## config.mk

```make
export PLATFORM = sky130hd
export DESIGN_NAME = serial_sub_nb
export DESIGN_NICKNAME = d
export VERILOG_FILES = /design/src/rtl/serial_sub_nb.sv
export SDC_FILE = /design/constraint.sdc
export NUM_CORES = 1
export LEC_CHECK = 0
export BUFFER_PORTS_ARGS = -buffer_cell sky130_fd_sc_hd__buf_2
export CAP_MARGIN = 25
export CORE_MARGIN = 2
export CORE_UTILIZATION = 43
export CTS_BUF_LIST = sky130_fd_sc_hd__clkbuf_8
export CTS_CLUSTER_DIAMETER = 80
export CTS_CLUSTER_SIZE = 20
export DETAILED_ROUTE_END_ITERATION = 8
export PLACE_DENSITY_LB_ADDON = 0.12
export SLEW_MARGIN = 20
export SYNTH_ARGS = -nofsm -noshare
export SYNTH_HDL_FRONTEND = slang
export SYNTH_SLANG_ARGS = --single-unit
```

## constraint.sdc

```tcl
create_clock -name clk -period 2 [get_ports clk]
set_input_delay 0.4 -clock clk [delete_from_list [all_inputs] [get_ports clk]]
set_output_delay 0.4 -clock clk [all_outputs]
set_load 0.005 [all_outputs]
```

## src/rtl/serial_sub_nb.sv

```systemverilog
// Bit-serial subtractor: diff = a - b - bin, LSB first, one bit per clock, with per-bit borrow vector.
// Optional signed-overflow output enabled by defining SERIAL_SUB_OVF_EN.
module serial_sub_nb #(
    parameter int unsigned WIDTH = 3
) (
    input  logic             clk,
    input  logic             rst,
    input  logic             start,
    input  logic [WIDTH-1:0] a,
    input  logic [WIDTH-1:0] b,
    input  logic             bin,
    output logic             busy,
    output logic             done,
    output logic [WIDTH-1:0] diff,
    output logic [WIDTH-1:0] bout
`ifdef SERIAL_SUB_OVF_EN
    ,
    output logic             ovf
`endif
);

    localparam int unsigned CW = $clog2(WIDTH);

    typedef enum logic [1:0] {
        IDLE,
        SHIFT,
        DONE
    } state_t;

    state_t           state;
    state_t           state_nxt;
    logic             accept;
    logic             last;
    logic [WIDTH-1:0] a_sr;
    logic [WIDTH-1:0] b_sr;
    logic             br;
    logic [CW-1:0]    cnt;
    logic             d;
    logic             br_nxt;

    assign last   = (cnt == CW'(WIDTH - 1));
    assign d      = a_sr[0] ^ b_sr[0] ^ br;
    assign br_nxt = (~a_sr[0] & b_sr[0]) | (~(a_sr[0] ^ b_sr[0]) & br);

    always_ff @(posedge clk) begin
        if (rst) begin
            state <= IDLE;
        end else begin
            state <= state_nxt;
        end
    end

    always_comb begin
        state_nxt = state;
        accept    = 1'b0;
        busy      = 1'b0;
        done      = 1'b0;
        case (state)
            IDLE: begin
                if (start) begin
                    accept    = 1'b1;
                    state_nxt = SHIFT;
                end
            end
            SHIFT: begin
                busy = 1'b1;
                if (last) begin
                    state_nxt = DONE;
                end
            end
            DONE: begin
                done = 1'b1;
                if (start) begin
                    accept    = 1'b1;
                    state_nxt = SHIFT;
                end else begin
                    state_nxt = IDLE;
                end
            end
            default: state_nxt = IDLE;
        endcase
    end

    // Results are written bit-by-bit in place; earlier bits hold until overwritten.
    always_ff @(posedge clk) begin
        if (rst) begin
            a_sr <= '0;
            b_sr <= '0;
            br   <= 1'b0;
            cnt  <= '0;
            diff <= '0;
            bout <= '0;
`ifdef SERIAL_SUB_OVF_EN
            ovf  <= 1'b0;
`endif
        end else if (accept) begin
            a_sr <= a;
            b_sr <= b;
            br   <= bin;
            cnt  <= '0;
        end else if (state == SHIFT) begin
            a_sr      <= a_sr >> 1;
            b_sr      <= b_sr >> 1;
            br        <= br_nxt;
            diff[cnt] <= d;
            bout[cnt] <= br_nxt;
            cnt       <= cnt + 1'b1;
`ifdef SERIAL_SUB_OVF_EN
            if (last) begin
                ovf <= br_nxt ^ bout[WIDTH-2];
            end
`endif
        end
    end

endmodule

```

* Word-level counts from Yosys, hierarchy flattened
Cells that the tools add are included.
Storage, ports and cells: register bits after elaboration 17, output and inout port bits 8, input bits 10, word-level logic and storage cells 48
Operators by class: bitwise operators 8, reductions and logical operators 7, add/sub/neg operators 1, equality and inequality tests 5, mux-type cells 18, $lt $le $gt $ge 2
Operators with widths (number):
- two-way mux 3 bit | 4
- two-way mux 1 bit | 8
- bitwise mux 3 bit | 2
- case mux 2 bit (3 select lines) | 1
- equality test 2 bit (second input constant) | 2
- two-way mux 2 bit | 2
- != test 2 bit (second input constant) | 2
- AND reduction 2 bit | 2
- OR reduction 2 bit | 2
- < comparator 2 x 3 -> 1 bit (second input constant) | 1
- inverter 1 bit | 3
- adder 2 x 1 -> 2 bit (second input constant) | 1
- AND 1 bit | 2
- demux 1 bit (select 2 bit) | 1
- equality test 2 x 1 -> 1 bit (second input constant) | 1
- >= comparator 2 x 1 -> 1 bit (second input constant) | 1
- zero test 2 bit | 1
- nonzero test 2 bit | 1
- XOR 1 bit | 2
- logical AND 1 bit | 1
- OR 1 bit | 1

* Depth between registers and ports, before layout
Gate-level depths: netlist (run 1).
depth after elaboration 6, mapped depth 5, mapped depth without buffers 5

* Worst setup path after synthesis (run 1)
Ideal clock, no wire load.
path kind reg-to-output, start point reg state[1], end point out busy, arrival 0.715 ns, path buffers 1, data required time 1.600 ns, path slack 0.885 ns, stages on the path, launching flop included 4, path through dfxtp_1 -> nand2b_2 -> inv_4 -> buf_12
Between the ends: word-level cells in the longest chain between the ends 2
Ends and longest elaborated chain:
- start: declaration | line 30 | state_t state;
- start signal: assignment | line 49 | state <= state_nxt;
- equality test 2 x 1 -> 1 bit | line 58 | case (state)
- two-way mux 1 bit | line 58
- end: declaration | line 12 | output logic busy,
No other way between the ends.

* Final worst setup path (run 1)
Same ends and word-level chain as after synthesis.

==> impl_metrics.toml, run 1 <==
[clock_tree]
cts_tree = "yes"
clock_sinks = 17
numCtsBuffers = 3
htree_levels = 1
cts_max_path_buffers = 2
post-cts-setup-buffer-count = 0
cts_resized = 0
clkSlewWorstSetupHoldPaths_ns = 0.07
cts_root_buf = "clkbuf_8"
insertion_delay_ns = 0.25
holdBufCountCts = 0

[setup_path]
cp-end-kind = "output pin"
cp-start-kind = "flop"
crit_required_ns = 1.60
crit_type = "reg2out"
cp-startpoint = "state[1]"
cp.arrival_ns = 1.21
cp_max_fo = 16
r2r-start = "b_sr[0]"

[sta]
period_minus_slack_ns = 1.612
clock.fmax_ghz = 0.6202
hold_ws_ns = 0.3830
relSlewSlack_pct = 66.96
slew_viol_final = 0
setup_viol = 0
hold_violations = 0
tightest_slew_ns = 0.4946
period_share_pct = 80.62
tns_ns = 0
fin_skew_ns = 0.006815
rsz0062_at_grt = "false"

[detailed_routing]
first_pass_iters = 4
vias_per_cell = 5.074
drc = 0
ant_nets = 0
vias = 619
dr.first_iter.drc_count = 8
finalWirelength_um = 1458
wl_per_cell_um = 11.95

[yosys]
synth_top_area_share_pct = 43.31
synth_cells = 82
async_flop_share_pct = 0
yosys.area.top_type = "dfxtp_1"
synth_area_leaders = "dfxtp_1 (43%), a21oi_1 (5.7%), a311oi_1 (5.6%)"
synth-seq-cells = 17
syn_nets = 96
synth_flop_cell = "dfxtp_1"
ys_seq_area_share_pct = 43.31
yosys.cell_count.top_type = "dfxtp_1"
syn_area_sq_um = 785.8
ys_types = 29
synth_commonest_cells = "dfxtp_1 (17), a21oi_1 (9), inv_1 (6), nand2_1 (6), nand3_1 (6)"
ys_warn_count = 0
avgSynthCellArea_sq_um = 9.582
synth_enable_flop_cells = 0

[placement]
place_area_sq_um = 845.8
numPortBuffers = 17
place_congestion = 0.7062
place_hpwl_um = 1076

[global_route]
grt_busiest_layer = "met2"
grt_max_degree = 18
met1_usage_pct = 21.04
use_met3_pct = 6.923
antenna_found_initial = 0
grt_use_total_pct = 16.07
grt_pass1_vias = 551
grt_pass1_wl_um = 2380
globalRouteOverflowTotal = 0
met2_usage_pct = 23.33

[finish]
regArea_sq_um = 340.3
diodes = 0
area_growth_pct = 13.54
multi_input_area_sq_um = 360.3
fill_cells = 181
nNetsFinal = 112
final_cell_area_sq_um = 892.1
layout-drive-gt1-share_pct = 26.80

[power_and_ir_drop]
power_frac_comb_pct = 15.4
power_mw = 0.7384
clock_power_share_pct = 34.4
p_per_area_nw_per_um2 = 827.7
pwr-share-seq_pct = 50.2
p_int_mw = 0.5456
leakage_nw = 0.3650
vdd_drop_max_mv = 0.7411
switching_share_pct = 26.11
power_switching_mw = 0.1928

[floorplanning]
dieArea_sq_um = 2185
fp.coreArea_sq_um = 1727
num_rows = 15
ioPinCount = 18
die_w_um = 46.75
die_h_um = 46.75
initial_core_util_pct = 45.51

[min_path]
hold_path_startpoint = "a[2]"
hp-class = "in2reg"

[outcome]
outcome = "complete, no violations"

[flow_run]
drv_cap = 0
## worst paths after layout
| check | to | slack, ns | cells after the start |
|---|---|---|---|
| worst max-delay path | busy | 0.39 | 3 |
| worst min-delay path | a_sr[2] | 0.38 | 3 |
| worst max register to register | diff[2] | 0.75 | 4 |
| worst min register to register | diff[2] | 0.46 | 2 |
## layout by cell type (no fill, tap or decap), types with 2 or more instances in the layout
cell type  Yosys  final
nand2_1        6      6
ha_1           3      3
o21ai_0        2      2
nor2_1         4      4
nand3_1        6      6
clkbuf_8       0      3
buf_2          2     17
mux2i_1        2      2
inv_1          6      6
dfxtp_1       17     17
nor3_1         2      2
a311oi_1       5      5
a21oi_1        9      9
## layer usage
layer  wire length, um  part of all wire, %
met1               735                   50
met2               621                   43
met3                79                  5.4
met4                21                  1.4
met5                 0                    0
## cells by family after synthesis
| group | count (synthesis) | synth area share (%) |
|---|---|---|
| simple gates | 24 | 15.77 |
| compound gates | 21 | 19.11 |
| flops | 17 | 43.31 |
| buf+inv | 13 | 10.83 |
| fa+ha+maj | 4 | 7.325 |
| mux | 2 | 2.548 |
| xor+xnor | 1 | 1.115 |
## layout make-up
type	instances	share of cell area, %
clock buffer	3	4.628
multi-input combinational	52	40.39
inverter	7	3.226
timing repair buffer	17	9.537
clock inverter	1	0.5610
sequential	17	38.15
tap	25	3.506
## state kept, by name, summed over array words and instances, names as in the netlist
name	cells
a_sr	3
br	1
diff	3
bout	3
b_sr	3
cnt	2
state	2
## power groups by stage
stage,clock [mW],combinational (mW),sequential (mW)
after CTS,0.264,0.115,0.371
after detailed placement,0,0.115,0.378
final,0.254,0.114,0.371
after global routing,0.281,0.128,0.373
after floorplan,0,0.0979,0.377
after global placement,0,0.114,0.378
## worst max-delay path, cell delays in order (launching register included)
cell and delay (ns):
dfxtp_1 0.31, nand2b_2 0.30, inv_4 0.21, buf_2 0.14
## through the flow
| step | worst slack [ns] | std cells | util (%) |
|---|---|---|---|
| 2_1_floorplan | 0.8845 | 82 | - |
| 3_3_place_gp | 0.6630 | 118 | 48.99 |
| 3_5_place_dp | 0.6508 | 118 | 48.99 |
| 4_1_cts | 0.3695 | 122 | 51.67 |
| 5_1_grt | 0.2885 | 122 | 51.67 |
| 6_report | 0.3875 | 122 | 51.67 |
(Power assumes the default switching activity.)
==> run 2: changes to the inputs <==
==> constraint.sdc (replaced) <==
create_clock -name clk -period 1.7 [get_ports clk]
set_input_delay 0.34 -clock clk [delete_from_list [all_inputs] [get_ports clk]]
set_output_delay 0.34 -clock clk [all_outputs]
set_load 0.005 [all_outputs]
==> run 2 against run 1 <==
Sequential share of layout area grew 0.054 points. Clock power rose by 12%. First-iteration DRC count down 75%. Register-to-register slack got worse by 0.31 ns. Final area is 0.14% lower. Setup slack got worse by 0.24 ns. Power up 16%. Core utilization down 0.072 points.
==> impl_metrics.toml, run 2 (synthesized netlist as in run 1, its figures left out) <==
[global_route]
globalRouteOverflowTotal = 0
grt_pass1_wl_um = 2290
grt_pass1_vias = 526
grt_use_total_pct = 15.10
grt_max_degree = 18
antenna_found_initial = 0

[power_and_ir_drop]
vdd_drop_max_mv = 0.5813
leakage_nw = 0.3664
power_mw = 0.8567
p_per_area_nw_per_um2 = 961.7

[setup_path]
cp_max_fo = 16
cp-end-kind = "output pin"
crit_chain = "nand2b_2, inv_4, buf_2"
critical-path-max-stage-delay_ns = 0.31
cp.arrival_ns = 1.21
crit_type = "reg2out"
path_buf_inv = 2
crit_required_ns = 1.36
worst_path_max_delay_cell = "dfxtp_1"
critPathTopFamily = "buffers and inverters"
cp-start-kind = "flop"

[detailed_routing]
drc = 0
wl_per_cell_um = 11.64
vias = 580
first_pass_iters = 4
dr.first_iter.drc_count = 2
ant_nets = 0
vias_per_cell = 4.754
finalWirelength_um = 1420

[placement]
place_congestion = 0.7038
numPortBuffers = 17
dp.cells = 118
place_hpwl_um = 1050
pre_cts_ws_ns = 0.4082
place_area_sq_um = 845.8

[flow_run]
drv_cap = 0

[floorplanning]
initial_core_util_pct = 45.51
die_w_um = 46.75
fp.coreArea_sq_um = 1727
die_h_um = 46.75
ioPinCount = 18
dieArea_sq_um = 2185
num_rows = 15

[outcome]
outcome = "complete, no violations"

[clock_tree]
post-cts-setup-buffer-count = 0
insertion_delay_ns = 0.25
holdBufCountCts = 0
htree_levels = 1
cts_tree = "yes"
clock_sinks = 17
cts_root_buf = "clkbuf_8"
clkSlewWorstSetupHoldPaths_ns = 0.06
numCtsBuffers = 3
cts_max_path_buffers = 2
cts_resized = 0

[finish]
layout-drive-gt1-share_pct = 25.77
final_cell_mix = "dfxtp_1 (17), buf_2 (17), a21oi_1 (9), inv_1 (7)"
final_cell_area_sq_um = 890.9
nNetsFinal = 112
area_growth_pct = 13.38
fill_cells = 175
diodes = 0
instances_no_fill = 122
multi_input_area_sq_um = 360.3
regArea_sq_um = 340.3

[sta]
tns_ns = 0
hold_violations = 0
relSlewSlack_pct = 68.61
rsz0062_at_grt = "false"
setup_viol = 0
period_share_pct = 91.36
tightest_slew_ns = 0.4699
slew_viol_final = 0
period_minus_slack_ns = 1.553
worst_slack_ns = 0.1469
fin_skew_ns = 0.002164
clock.fmax_ghz = 0.6439

[min_path]
hp-class = "in2reg"
run 2: cell types whose count changed in the layout (fill, tap and decap cells not counted):
cell      change
inv_1         +1
clkinv_2      -1
run 2: metrics by stage:
step	hold slack [ns]	util (%)
3_3_place_gp	0.4463	48.99
3_5_place_dp	0.4500	48.99
4_1_cts	0.3364	51.59
2_1_floorplan	0.4479	-
6_report	0.3421	51.59
5_1_grt	0.3354	51.59
run 2: layout make-up:
cell class / instances / area share, %
clock buffers: 3 / 4.635
clock inverters: 1 / 0.4213
inverters: 7 / 3.230
multi-input cells: 52 / 40.45
flip-flops and latches: 17 / 38.20
well taps: 25 / 3.511
repair buffers: 17 / 9.551
run 2: report_power, final:
group / internal (mW) / total [mW] / switching, mW
Sequential: 0.422 / 0.436 / 0.0137
Combinational: 0.0576 / 0.136 / 0.0780
Clock: 0.160 / 0.285 / 0.125
Total: 0.640 / 0.857 / 0.217
run 2: worst min-delay path, cell delays in order:
cell and delay (ns):
buf_2 0.10, nand2_1 0.05, a21oi_1 0.05
run 2: per-layer routing:
metal,wire (um),track usage [%]
met1,756,21.88
met2,577,20.56
met3,75,5.769
met4,10,5.000
met5,0,0
run 2: path summary, 6_finish.rpt:
check,from,to,slack (ns),depth (start not counted)
worst min register to register,diff[2],diff[2],0.46,2
worst max register to register,b_sr[0],diff[0],0.44,4
worst max-delay path,state[1],busy,0.15,3
worst min-delay path,a[2],a_sr[2],0.34,3
==> run 3: changes to the inputs <==
--- a/config.mk
+++ b/config.mk
@@ -7,8 +7,10 @@
 export LEC_CHECK = 0
 export BUFFER_PORTS_ARGS = -buffer_cell sky130_fd_sc_hd__buf_2
 export CAP_MARGIN = 25
+export CELL_PAD_IN_SITES_DETAIL_PLACEMENT = 1
+export CELL_PAD_IN_SITES_GLOBAL_PLACEMENT = 1
 export CORE_MARGIN = 2
-export CORE_UTILIZATION = 43
+export CORE_UTILIZATION = 41
 export CTS_BUF_LIST = sky130_fd_sc_hd__clkbuf_8
 export CTS_CLUSTER_DIAMETER = 80
 export CTS_CLUSTER_SIZE = 20
==> run 3 against run 2 <==
Worst hold slack got worse by 0.017 ns. Setup slack got worse by 0.021 ns. Power rose by 2.0%. Via count rose by 10%.
==> impl_metrics.toml, run 3 (synthesized netlist as in run 1, its figures left out) <==
[outcome]
outcome = "complete, no violations"

[clock_tree]
clock_sinks = 17
insertion_delay_ns = 0.25
htree_levels = 1
clkSlewWorstSetupHoldPaths_ns = 0.07
numCtsBuffers = 3
cts_max_path_buffers = 2
cts_resized = 0
holdBufCountCts = 0
post-cts-setup-buffer-count = 0
cts_tree = "yes"
cts_root_buf = "clkbuf_8"

[floorplanning]
fp.coreArea_sq_um = 1764
dieArea_sq_um = 2282
die_h_um = 47.78
num_rows = 15
die_w_um = 47.78
initial_core_util_pct = 44.54
ioPinCount = 18

[placement]
numPortBuffers = 17
place_congestion = 0.7043
place_hpwl_um = 1203

[sta]
fin_skew_ns = 0.002201
setup_viol = 0
hold_ws_ns = 0.3251
tightest_slew_ns = 0.5585
clock.fmax_ghz = 0.6354
relSlewSlack_pct = 62.69
hold_violations = 0
tns_ns = 0
period_minus_slack_ns = 1.574
slew_viol_final = 0
rsz0062_at_grt = "false"
period_share_pct = 92.57

[global_route]
grt_pass1_wl_um = 2594
grt_max_degree = 18
globalRouteOverflowTotal = 0
grt_pass1_vias = 624
antenna_found_initial = 0
grt_use_total_pct = 16.71

[detailed_routing]
vias_per_cell = 5.238
dr.first_iter.drc_count = 9
first_pass_iters = 4
vias = 639
ant_nets = 0
drc = 0
wl_per_cell_um = 13.61
finalWirelength_um = 1661

[power_and_ir_drop]
power_mw = 0.8741
p_per_area_nw_per_um2 = 979.8
leakage_nw = 0.3650
vdd_drop_max_mv = 0.5316

[min_path]
hold_depth = 3
hold_path_end = "a_sr[2]"
hold_path_startpoint = "a[2]"
hp-class = "in2reg"

[finish]
final_cell_mix = "dfxtp_1 (17), buf_2 (17), a21oi_1 (9)"
layout-drive-gt1-share_pct = 26.80
area_growth_pct = 13.54
fill_cells = 237
diodes = 0
nNetsFinal = 112

[setup_path]
crit_type = "reg2out"
cp_max_fo = 16
r2r.worst_path.cells = 4
crit_required_ns = 1.36
reg2reg_to = "bout[2]"
r2r_setup_slack_ns = 0.39
r2r-start = "state[1]"
cp-start-kind = "flop"
cp-end-kind = "output pin"
cp.arrival_ns = 1.23
cp-startpoint = "state[1]"

[flow_run]
drv_cap = 0
==> run 3: how the worst max path moves through the flow <==
stage	cells after the start	slack [ns]	to
6_report	3	0.13	busy
5_1_grt	3	0.05	busy
4_1_cts	3	0.11	busy
3_5_place_dp	4	0.32	b_sr[2]
3_3_place_gp	4	0.36	b_sr[2]
2_1_floorplan	4	0.59	diff[2]
==> run 3: power breakdown <==
| group | switching [mW] | leakage (nW) | internal, mW |
|---|---|---|---|
| Clock | 0.137 | 0.0255 | 0.162 |
| Combinational | 0.0801 | 0.200 | 0.0572 |
| Sequential | 0.0147 | 0.139 | 0.422 |
==> run 3: metal layers <==
layer	vias to the layer above	track usage (%)	part of all wire, %
met3	4	3.396	4.9
met2	16	27.73	48
met1	306	20.51	45
met5	-	0	0
met4	0	8.108	1.3
li1	313	-	-
==> run 3: critical path, stage by stage (launching register included) <==
cell      delay, ns
dfxtp_1        0.32
nand2b_2       0.31
inv_4          0.21
buf_2          0.14
==> run 3: final cells by class <==
class,instances,area (sq um),share of cell area (%)
clock inverters,1,5.005,0.5610
clock buffers,3,41.29,4.628
flip-flops and latches,17,340.3,38.15
repair buffers,17,85.08,9.537
inverters,7,28.78,3.226
well taps,25,31.28,3.506
multi-input cells,52,360.3,40.39
==> run 3: stage by stage <==
step           utilization, %  std cells  cell area (sq um)  setup WS [ns]
3_5_place_dp            47.94        118              845.8         0.3201
5_1_grt                 50.57        122              892.1        0.05100
2_1_floorplan               -         82              785.8         0.5873
3_3_place_gp            47.94        118              845.8         0.3638
4_1_cts                 50.57        122              892.1         0.1067
6_report                50.57        122              892.1         0.1263
